<file path="src/rtl/vga_pkg.sv">
// rtl/vga_pkg.sv - shared widths, layer record and scheduler state type
// Purpose: definitions shared by the VGA layer scheduler and its hit-test sub-module.
//   X_W/Y_W/RGB_W : pixel coordinate and colour widths
//   IDX_W         : width of a layer index (up to 8 layers)
//   layer_t       : one rectangle layer {x0,x1,y0,y1,rgb,en,blink}
//   sched_state_t : commit FSM states
package vga_pkg;

  localparam int X_W   = 10;
  localparam int Y_W   = 9;
  localparam int RGB_W = 3;
  localparam int IDX_W = 3;

  typedef struct packed {
    logic [X_W-1:0]   x0;
    logic [X_W-1:0]   x1;
    logic [Y_W-1:0]   y0;
    logic [Y_W-1:0]   y1;
    logic [RGB_W-1:0] rgb;
    logic             en;
    logic             blink;
  } layer_t;

  typedef enum logic {
    IDLE   = 1'b0,
    COMMIT = 1'b1
  } sched_state_t;

endpackage

</file>
<file path="src/rtl/vga_rect_hit.sv">
// rtl/vga_rect_hit.sv - combinational hit test of one rectangle layer
// Purpose: reports whether the current pixel lies inside an enabled layer.
// Ports:
//   pix_x_i, pix_y_i : current pixel
//   x0_i, x1_i       : column span, x0 <= x < x1
//   y0_i, y1_i       : row span, y0 <= y < y1
//   en_i             : layer enable
//   hit_o            : pixel is inside the layer (x0>=x1 or y0>=y1 never hits)
module vga_rect_hit
  import vga_pkg::*;
(
  input  logic [X_W-1:0] pix_x_i,
  input  logic [Y_W-1:0] pix_y_i,
  input  logic [X_W-1:0] x0_i,
  input  logic [X_W-1:0] x1_i,
  input  logic [Y_W-1:0] y0_i,
  input  logic [Y_W-1:0] y1_i,
  input  logic           en_i,
  output logic           hit_o
);

  // Unsigned full-width compares; an inverted or zero-width span is empty by construction.
  assign hit_o = en_i &&
                 (pix_x_i >= x0_i) && (pix_x_i < x1_i) &&
                 (pix_y_i >= y0_i) && (pix_y_i < y1_i);

endmodule

</file>
<file path="src/rtl/vga_layer_scheduler.sv">
// rtl/vga_layer_scheduler.sv - prioritised rectangle layers with blanking-time commit
// Purpose: selects the pixel colour from N_LAYERS rectangle layers (index 0 wins).
//   Host writes go to shadow registers; a commit copies them into the active table
//   one layer per clk, started by frame_start when a write is pending.
// Optional feature: define LAYER_BLINK_EN to add a frame counter and per-layer blink.
// Ports:
//   clk, rst                    : clock, asynchronous active-low reset
//   pix_clk, pix_x, pix_y       : pixel strobe and position
//   video_on, frame_start       : visible-area flag, start-of-blanking pulse
//   cfg_valid/cfg_ready         : host write handshake
//   cfg_idx, cfg_x0..cfg_y1     : target layer and its spans
//   cfg_rgb, cfg_en, cfg_blink  : layer colour, enable, blink flag
//   commit_done                 : one-clk pulse after the last layer is copied
//   r_out, g_out, b_out         : registered pixel colour
module vga_layer_scheduler
  import vga_pkg::*;
#(
  parameter int               N_LAYERS   = 4,
  parameter logic [RGB_W-1:0] BG_RGB     = 3'b000,
  parameter int               BLINK_LOG2 = 5
) (
  input  logic             clk,
  input  logic             rst,
  input  logic             pix_clk,
  input  logic [X_W-1:0]   pix_x,
  input  logic [Y_W-1:0]   pix_y,
  input  logic             video_on,
  input  logic             frame_start,
  input  logic             cfg_valid,
  output logic             cfg_ready,
  input  logic [IDX_W-1:0] cfg_idx,
  input  logic [X_W-1:0]   cfg_x0,
  input  logic [X_W-1:0]   cfg_x1,
  input  logic [Y_W-1:0]   cfg_y0,
  input  logic [Y_W-1:0]   cfg_y1,
  input  logic [RGB_W-1:0] cfg_rgb,
  input  logic             cfg_en,
  input  logic             cfg_blink,
  output logic             commit_done,
  output logic             r_out,
  output logic             g_out,
  output logic             b_out
);

  localparam logic [IDX_W:0]   N_LIM    = N_LAYERS[IDX_W:0];
  localparam logic [IDX_W-1:0] LAST_IDX = IDX_W'(N_LAYERS - 1);

  sched_state_t     state_q, state_d;
  logic [IDX_W-1:0] cidx_q, cidx_d;
  logic             commit_done_q, commit_done_d;
  logic             dirty_q;
  logic             wr_fire, wr_hit, start_commit;
  logic             wr_blink, blink_hide;
  layer_t           wr_layer;
  layer_t           shadow_q [N_LAYERS];
  layer_t           active_q [N_LAYERS];
  logic [N_LAYERS-1:0] hit;
  logic [RGB_W-1:0] pix_rgb_d, rgb_q;

  assign cfg_ready   = (state_q == IDLE);
  assign commit_done = commit_done_q;
  assign wr_fire     = cfg_valid && cfg_ready;
  // Out-of-range indices still complete the handshake but touch nothing.
  assign wr_hit      = wr_fire && ({1'b0, cfg_idx} < N_LIM);

`ifdef LAYER_BLINK_EN
  logic [BLINK_LOG2-1:0] frame_cnt_q;

  always_ff @(posedge clk or negedge rst) begin
    if (!rst) begin
      frame_cnt_q <= '0;
    end else if (frame_start) begin
      frame_cnt_q <= frame_cnt_q + BLINK_LOG2'(1);
    end
  end

  assign blink_hide = frame_cnt_q[BLINK_LOG2-1];
  assign wr_blink   = cfg_blink;
`else
  logic unused_blink;
  assign unused_blink = cfg_blink ^ BLINK_LOG2[0];
  assign blink_hide   = 1'b0;
  assign wr_blink     = 1'b0;
`endif

  always_comb begin
    wr_layer       = '0;
    wr_layer.x0    = cfg_x0;
    wr_layer.x1    = cfg_x1;
    wr_layer.y0    = cfg_y0;
    wr_layer.y1    = cfg_y1;
    wr_layer.rgb   = cfg_rgb;
    wr_layer.en    = cfg_en;
    wr_layer.blink = wr_blink;
  end

  // A write accepted alongside frame_start counts as pending, so it joins this commit.
  always_comb begin
    state_d       = state_q;
    cidx_d        = cidx_q;
    commit_done_d = 1'b0;
    start_commit  = 1'b0;
    case (state_q)
      IDLE: begin
        if (frame_start && (dirty_q || wr_hit)) begin
          state_d      = COMMIT;
          cidx_d       = '0;
          start_commit = 1'b1;
        end
      end
      COMMIT: begin
        if (cidx_q == LAST_IDX) begin
          state_d       = IDLE;
          commit_done_d = 1'b1;
        end else begin
          cidx_d = cidx_q + IDX_W'(1);
        end
      end
      default: state_d = IDLE;
    endcase
  end

  always_ff @(posedge clk or negedge rst) begin
    if (!rst) begin
      state_q       <= IDLE;
      cidx_q        <= '0;
      commit_done_q <= 1'b0;
    end else begin
      state_q       <= state_d;
      cidx_q        <= cidx_d;
      commit_done_q <= commit_done_d;
    end
  end

  always_ff @(posedge clk or negedge rst) begin
    if (!rst) begin
      dirty_q <= 1'b0;
      for (int i = 0; i < N_LAYERS; i++) begin
        shadow_q[i] <= '0;
        active_q[i] <= '0;
      end
    end else begin
      for (int i = 0; i < N_LAYERS; i++) begin
        if (wr_hit && (cfg_idx == IDX_W'(i))) shadow_q[i] <= wr_layer;
        if ((state_q == COMMIT) && (cidx_q == IDX_W'(i))) active_q[i] <= shadow_q[i];
      end
      if (start_commit) begin
        dirty_q <= 1'b0;
      end else if (wr_hit) begin
        dirty_q <= 1'b1;
      end
    end
  end

  for (genvar g = 0; g < N_LAYERS; g++) begin : g_layer
    logic hit_raw;
    vga_rect_hit u_hit (
      .pix_x_i (pix_x),
      .pix_y_i (pix_y),
      .x0_i    (active_q[g].x0),
      .x1_i    (active_q[g].x1),
      .y0_i    (active_q[g].y0),
      .y1_i    (active_q[g].y1),
      .en_i    (active_q[g].en),
      .hit_o   (hit_raw)
    );
    assign hit[g] = hit_raw && !(active_q[g].blink && blink_hide);
  end

  // Scan from the highest index down so the lowest-index hit is the last writer.
  always_comb begin
    pix_rgb_d = BG_RGB;
    for (int i = N_LAYERS - 1; i >= 0; i--) begin
      if (hit[i]) pix_rgb_d = active_q[i].rgb;
    end
    if (!video_on) pix_rgb_d = '0;
  end

  always_ff @(posedge clk or negedge rst) begin
    if (!rst) begin
      rgb_q <= '0;
    end else if (pix_clk) begin
      rgb_q <= pix_rgb_d;
    end
  end

  assign r_out = rgb_q[2];
  assign g_out = rgb_q[1];
  assign b_out = rgb_q[0];

endmodule
</file>
<file path="config.mk">
export PLATFORM = sky130hd
export DESIGN_NAME = vga_layer_scheduler
export DESIGN_NICKNAME = d
export VERILOG_FILES = /design/src/rtl/vga_pkg.sv /design/src/rtl/vga_rect_hit.sv /design/src/rtl/vga_layer_scheduler.sv
export SDC_FILE = /design/constraint.sdc
export NUM_CORES = 1
export LEC_CHECK = 0
export CAP_MARGIN = 5
export CORE_ASPECT_RATIO = 0.8
export CORE_UTILIZATION = 40
export CTS_BUF_LIST = sky130_fd_sc_hd__clkbuf_4
export CTS_CLUSTER_SIZE = 14
export DETAILED_ROUTE_END_ITERATION = 10
export DONT_BUFFER_PORTS = 1
export MAX_ROUTING_LAYER = met4
export PLACE_DENSITY = 0.54
export SLEW_MARGIN = 10
export SYNTH_ARGS = -nofsm -noshare
export SYNTH_HDL_FRONTEND = slang
export SYNTH_SLANG_ARGS = --single-unit
</file>
<file path="constraint.sdc">
create_clock -name clk -period 2.8 [get_ports clk]
set_clock_uncertainty 0.1 [all_clocks]
set_input_delay 0.56 -clock clk [delete_from_list [all_inputs] [get_ports clk]]
set_output_delay 0.56 -clock clk [all_outputs]
set_load 0.1 [all_outputs]
</file>
Word-level counts from Yosys, hierarchy flattened

Index checks and enable logic that the tools add are counted.

Magnitude comparators: 17
Add/sub/neg operators: 1
Equality and inequality tests: 8
Multiplexer cells: 16
Reduce and logical (&&, ||, !) cells: 32
Bitwise gates (word level): 1

Operator list:

| operator                                            | number |
|---|---|
| greater-or-equal comparator 10 bit                  | 4 |
| < comparator 10 bit                                 | 4 |
| greater-or-equal comparator 9 bit                   | 4 |
| < comparator 9 bit                                  | 4 |
| logical AND 1 bit                                   | 27 |
| two-way mux 3 bit                                   | 7 |
| equality test 3 x 2 -> 1 bit, second input constant | 4 |
| two-way mux 1 bit                                   | 7 |
| equality test 3 x 1 -> 1 bit, second input constant | 2 |
| logical NOT 3 bit                                   | 2 |
| case mux 3 bit (2 select lines)                     | 1 |
| adder 3 x 1 -> 3 bit, second input constant         | 1 |
| < comparator 3 bit, second input constant           | 1 |
| != test 2 x 1 -> 1 bit, second input constant       | 1 |
| != test 2 bit, second input constant                | 1 |
| case mux 1 bit (2 select lines)                     | 1 |
| AND reduction 2 bit                                 | 1 |
| nonzero test 2 bit                                  | 1 |
| logical OR 1 bit                                    | 1 |
| NOT 1 bit                                           | 1 |

Word-level logic and storage cells: 128
Register bits after elaboration: 345
Output and inout bits: 5

Logic depth before layout (Yosys ltp)

Depth after elaboration: 10
Depth in mapped cells: 9
Gate-level depth less buffers: 9

By module

Synthesis repeated with hierarchy kept, for this count alone.

Cells, all modules: 1,271
Area, all modules: 16,638.5 um2

By module, submodules not included:

| module              | times used | cells an instance | sequential area each (um2) | area each (um2) |
|---|---|---|---|---|
| vga_layer_scheduler | 1          | 767               | 8,633.3                    | 12,969.9 |
| vga_rect_hit        | 4          | 126               | 0.0                        | 917.1 |

Worst setup path before layout

No wires, ideal clock.

Path kind: input-to-reg
Start: input port pix_x[0]
End: register rgb_q[1]
Setup time: 0.127 ns
Stages: 9
Path buffers: 0
Path slack: 0.208 ns
Arrival: 2.364 ns
Path through: inv_1 -> ha_1 -> nor2b_4 -> o21ai_2 -> nand4_1 -> a2111o_1 -> a2111oi_4 -> a311oi_1 -> a2bb2oi_1

Cells in the longest elaborated chain, start to end: 10
Elaborated cells between the ends (all ways): 29
Classes of those cells: 8 x order compare; 5 x mux; 16 x reduce/logical

RTL lines:

| item                               | RTL line                   | text |
|---|---|---|
| start: declaration                 | vga_layer_scheduler.sv:25  | `input logic [X_W-1:0] pix_x,` |
| greater-or-equal comparator 10 bit | vga_rect_hit.sv:24         | `(pix_x_i >= x0_i) && (pix_x_i < x1_i) &&` |
| logical AND 1 bit                  | vga_rect_hit.sv:23         | `assign hit_o = en_i &&` |
| logical AND 1 bit (2 in series)    | vga_rect_hit.sv:24         |  |
| logical AND 1 bit                  | vga_rect_hit.sv:25         | `(pix_y_i >= y0_i) && (pix_y_i < y1_i);` |
| two-way mux 3 bit (3 in series)    | vga_layer_scheduler.sv:174 | `if (hit[i]) pix_rgb_d = active_q[i].rgb;` |
| two-way mux 3 bit (*)              | vga_layer_scheduler.sv:174 |  |
| two-way mux 3 bit (*)              | vga_layer_scheduler.sv:176 | `if (!video_on) pix_rgb_d = '0;` |
| end signal: assignment             | vga_layer_scheduler.sv:183 | `rgb_q <= pix_rgb_d;` |
| end: declaration                   | vga_layer_scheduler.sv:58  | `logic [RGB_W-1:0] pix_rgb_d, rgb_q;` |

Mark *: on every way between the ends. The rest lies on a longest branch, timed or not.
A chain may end at the register's enable or synchronous reset.

Worst setup path after layout

Start: register active_q[161] in the netlist's numbering
End: register rgb_q[2]

Cells in the longest elaborated chain, start to end: 6

RTL lines:

| item                             | RTL line                   | text |
|---|---|---|
| start: declaration               | vga_layer_scheduler.sv:56  | `layer_t active_q [N_LAYERS];` |
| start signal: indexed assignment | vga_layer_scheduler.sv:145 | `if ((state_q == COMMIT) && (cidx_q == IDX_W'(i))) active_q[i] <= shadow_q[i];` |
| < comparator 10 bit              | vga_rect_hit.sv:24         |  |
| logical AND 1 bit (2 in series)  | vga_rect_hit.sv:24         |  |
| logical AND 1 bit                | vga_rect_hit.sv:25         |  |
| two-way mux 3 bit                | vga_layer_scheduler.sv:174 |  |
| two-way mux 3 bit                | vga_layer_scheduler.sv:176 |  |

No other way between the ends.

==> results.yml <==
status:
  status: "complete, but fails checks"
  violations: "hold timing"
sta:
  slew_viol_final: 0
  min_period_over_period_pct: 93.0
  max_slew_margin_pct: 42.3
  setup_violations: 0
  rsz0062_at_grt: "no"
  setup_tns_ns: 0
  max_freq_ghz: 0.384
  period_needed_ns: 2.60
  setup_ws_ns: 0.196
  whs_ns: -0.594
  hold_viol: 345
  worstMarginPinSlew_ns: 0.867
logic_synthesis:
  synth_cells: 1291
  synth_top_family_by_area: "multiplexers"
  synth-simple-area-share_pct: 4.21
  async_reset_ff_share_pct: 100
  synth_area_um2: 16400
  yosysUniqueCellTypes: 54
  syn_nets: 1511
  synth_compound_area_share_pct: 6.57
  syn_avg_cell_area_um2: 12.7
  yosysWarnings: 0
  synth_edf_count: 0
  ys_ff_latch: 345
  synthXorXnorAreaFrac_pct: 0
  synth.mux.area_fraction_pct: 20.7
  synth_flop_cell: "dfrtp_1"
  synthAdderAreaFrac_pct: 11.4
  ys_seq_area_share_pct: 52.7
clock_tree:
  numCtsBuffers: 91
  cts_tree: "done"
  cts_root_buffer: "clkbuf_4"
  clock_latency_ns: 0.80
  hold_buffers: 46
  cts.htree.levels: 3
  clk_path_buf_depth: 3
  clk_pin_slew_ns: 0.06
  clock-sinks: 345
drt:
  wl_per_cell_um: 19.3
  drc: 0
  final_antenna_net_count: 0
  dr.first_iter.drc_count: 508
  vias: 10200
  drt-pass1-iter-count: 4
  routed_wl_mm: 39.0
  vias_per_cell: 5.02
grt:
  overflow: 0
  grt_pass1_wl_mm: 62.2
  grt_use_total_pct: 20.2
  antenna_found_initial: 6
  grt_pass1_vias: 10700
  grt_max_degree: 346
placed_design:
  portBuffers: 0
  dp_hpwl_mm: 25.4
  gp_congestion: 0.807
  dp_slack_ns: -0.0807
critical_path:
  cp.required_ns: 3.39
  crit_top_cell: "o2111ai_1"
  max_stage_delay_ns: 0.38
  arrival_ns: 3.19
  crit_slowest_cell: "dfrtp_1"
  cp-start-kind: "flop"
  crit_type: "flop to flop"
  critical-path-top-delay-family: "compound AO/OA/AOI/OAI gates"
  path_max_fanout: 3
  critPathCaptureType: "flop"
  critPathBufInv: 1
  worstPathCellList: "inv_1, ha_1, a22oi_1, o2111ai_1, nor3_1, o2111ai_1, or2_1, a311oi_1, a2bb2oi_1"
die:
  dieArea_um2: 41700
  ios: 76
  design.core.area_um2: 39900
  start_util_pct: 41.1
  die_y_um: 183
  fp-row-count: 65
  die_w_um: 228
power_and_ir_drop:
  max-vdd-ir-drop_v: 0.000564
  p_per_area_nw_per_um2: 1020
  leakagePower_nw: 8.79
finish:
  final_util_pct: 47.2
  final_nets: 1640
  area_growth_pct: 14.8
  drive_above_1_share_pct: 32.5
  fillCellCount: 3736
job:
  maxCapViolCount: 0
worst_hold_path:
  hold_path.class: "input pin to async pin"
-- synthesized netlist by cell type (8+ instances only) --
| cell type | n | area [um2] |
|---|---|---|
| ha_1 | 149 | 1860 |
| nand2_1 | 57 | 214 |
| o2111ai_1 | 9 | 78.8 |
| nand3_1 | 9 | 45.0 |
| dfrtp_1 | 345 | 8630 |
| buf_2 | 8 | 40.0 |
| a21oi_1 | 34 | 170 |
| buf_1 | 12 | 45.0 |
| nor3_1 | 13 | 65.1 |
| a211oi_1 | 11 | 82.6 |
| mux2_2 | 301 | 3390 |
| inv_1 | 151 | 567 |
| o21ai_0 | 58 | 290 |
| nor2_1 | 22 | 82.6 |
| nand2b_1 | 11 | 68.8 |
| a21o_1 | 10 | 75.1 |
| clkbuf_1 | 16 | 60.1 |
-- routing by layer --
| metal | wire length, um | vias up | GRT usage [%] |
|---|---|---|---|
| li1 | - | 4846 | - |
| met1 | 20400 | 5094 | 29.4 |
| met2 | 16200 | 160 | 27.5 |
| met4 | 635 | 0 | 5.88 |
| met3 | 1860 | 52 | 5.27 |
| met5 | 0 | - | - |
-- through the flow --
stage                     instances  area (um2)  hold WS [ns]  power [mW]
after floorplan                1291       16400         0.164        13.1
after global placement         1817       17200         0.184        14.7
after detailed placement       1817       17200         0.186        15.0
after CTS                      2014       18800        -0.694        19.5
after global routing           2021       18800        -0.717        20.8
final                          2021       18800        -0.594        19.2
-- cell families (layout without fill, tap and decap cells) --
family,Yosys count,after routing
AOI/OAI and AO/OA,167,167
DFF,345,345
and+or+nand+nor,141,141
muxes,301,301
adders and majority gates,149,149
other,0,7
buffers and inverters,188,375
-- worst register-to-register path: stages (launching register included) --
cell and delay [ns]:
dfrtp_1 0.38, inv_1 0.08, ha_1 0.24, a22oi_1 0.20, o2111ai_1 0.16, nor3_1 0.26
o2111ai_1 0.27, or2_1 0.32, a311oi_1 0.33, a2bb2oi_1 0.18
-- layout make-up --
cell class / instances / area [um2] / area share [%]
Inverter: 152 / 571 / 3.04
Multi-Input combinational cell: 758 / 7050 / 37.5
Clock buffer: 136 / 1020 / 5.43
Antenna cell: 7 / 17.5 / 0.0932
Clock inverter: 15 / 87.6 / 0.466
Tap cell: 536 / 671 / 3.57
Sequential cell: 345 / 8630 / 45.9
Timing Repair Buffer: 72 / 743 / 3.95
-- report_power, final --
group	internal, mW	total (mW)	switching (mW)
Clock	2.28	4.31	2.03
Combinational	3.34	6.34	2.99
Sequential	7.42	8.57	1.15
-- final timing paths --
path                                     from           end  slack (ns)  cells after the start
worst max-delay path            active_q[161]      rgb_q[2]        0.20                      9
worst min-delay path                      rst  shadow_q[69]       -0.59                      0
worst max register to register  active_q[161]      rgb_q[2]        0.20                      9
worst min register to register   shadow_q[29]  active_q[29]        0.36                      2
max in group asynchronous                 rst  active_q[19]        2.61                      0
min in group clk                   cfg_idx[2]       state_q        0.11                      4
-- cell usage in the layout (no fill, tap or decap), drive strengths merged, types with 2 or more instances in the layout --
cell,instances
dfrtp,345
mux2,301
inv,154
ha,149
clkbuf,136
o21ai,60
nand2,57
dlygate4sd3,46
a21oi,34
buf,26
nor2,22
nor3,13
nand2b,11
a211oi,11
clkinv,11
a21o,10
o2111ai,9
nand3,9
diode,7
nand4,7
nor2b,7
o211ai,6
a2111oi,6
a22oi,4
o21a,4
a311oi,3
o22ai,3
a41oi,3
a2bb2oi,3
nor3b,3
and2b,3
and2,2
a211o,2
a31oi,2
-- timing repair --
item | CTS | global route
endpoints found under the setup margin | 0 | 3
endpoints found under the hold margin | 517 | 345
buffers inserted | 0 | 0
resized for setup | 0 | 4
-- registers in the layout, summed over array words and instances, names as in the netlist --
| register | cells |
|---|---|
| state_q | 1 |
| commit_done | 1 |
| cidx_q | 3 |
| dirty_q | 1 |
| shadow_q | 168 |
| active_q | 168 |
| rgb_q | 3 |
(Power assumes the default switching activity.)
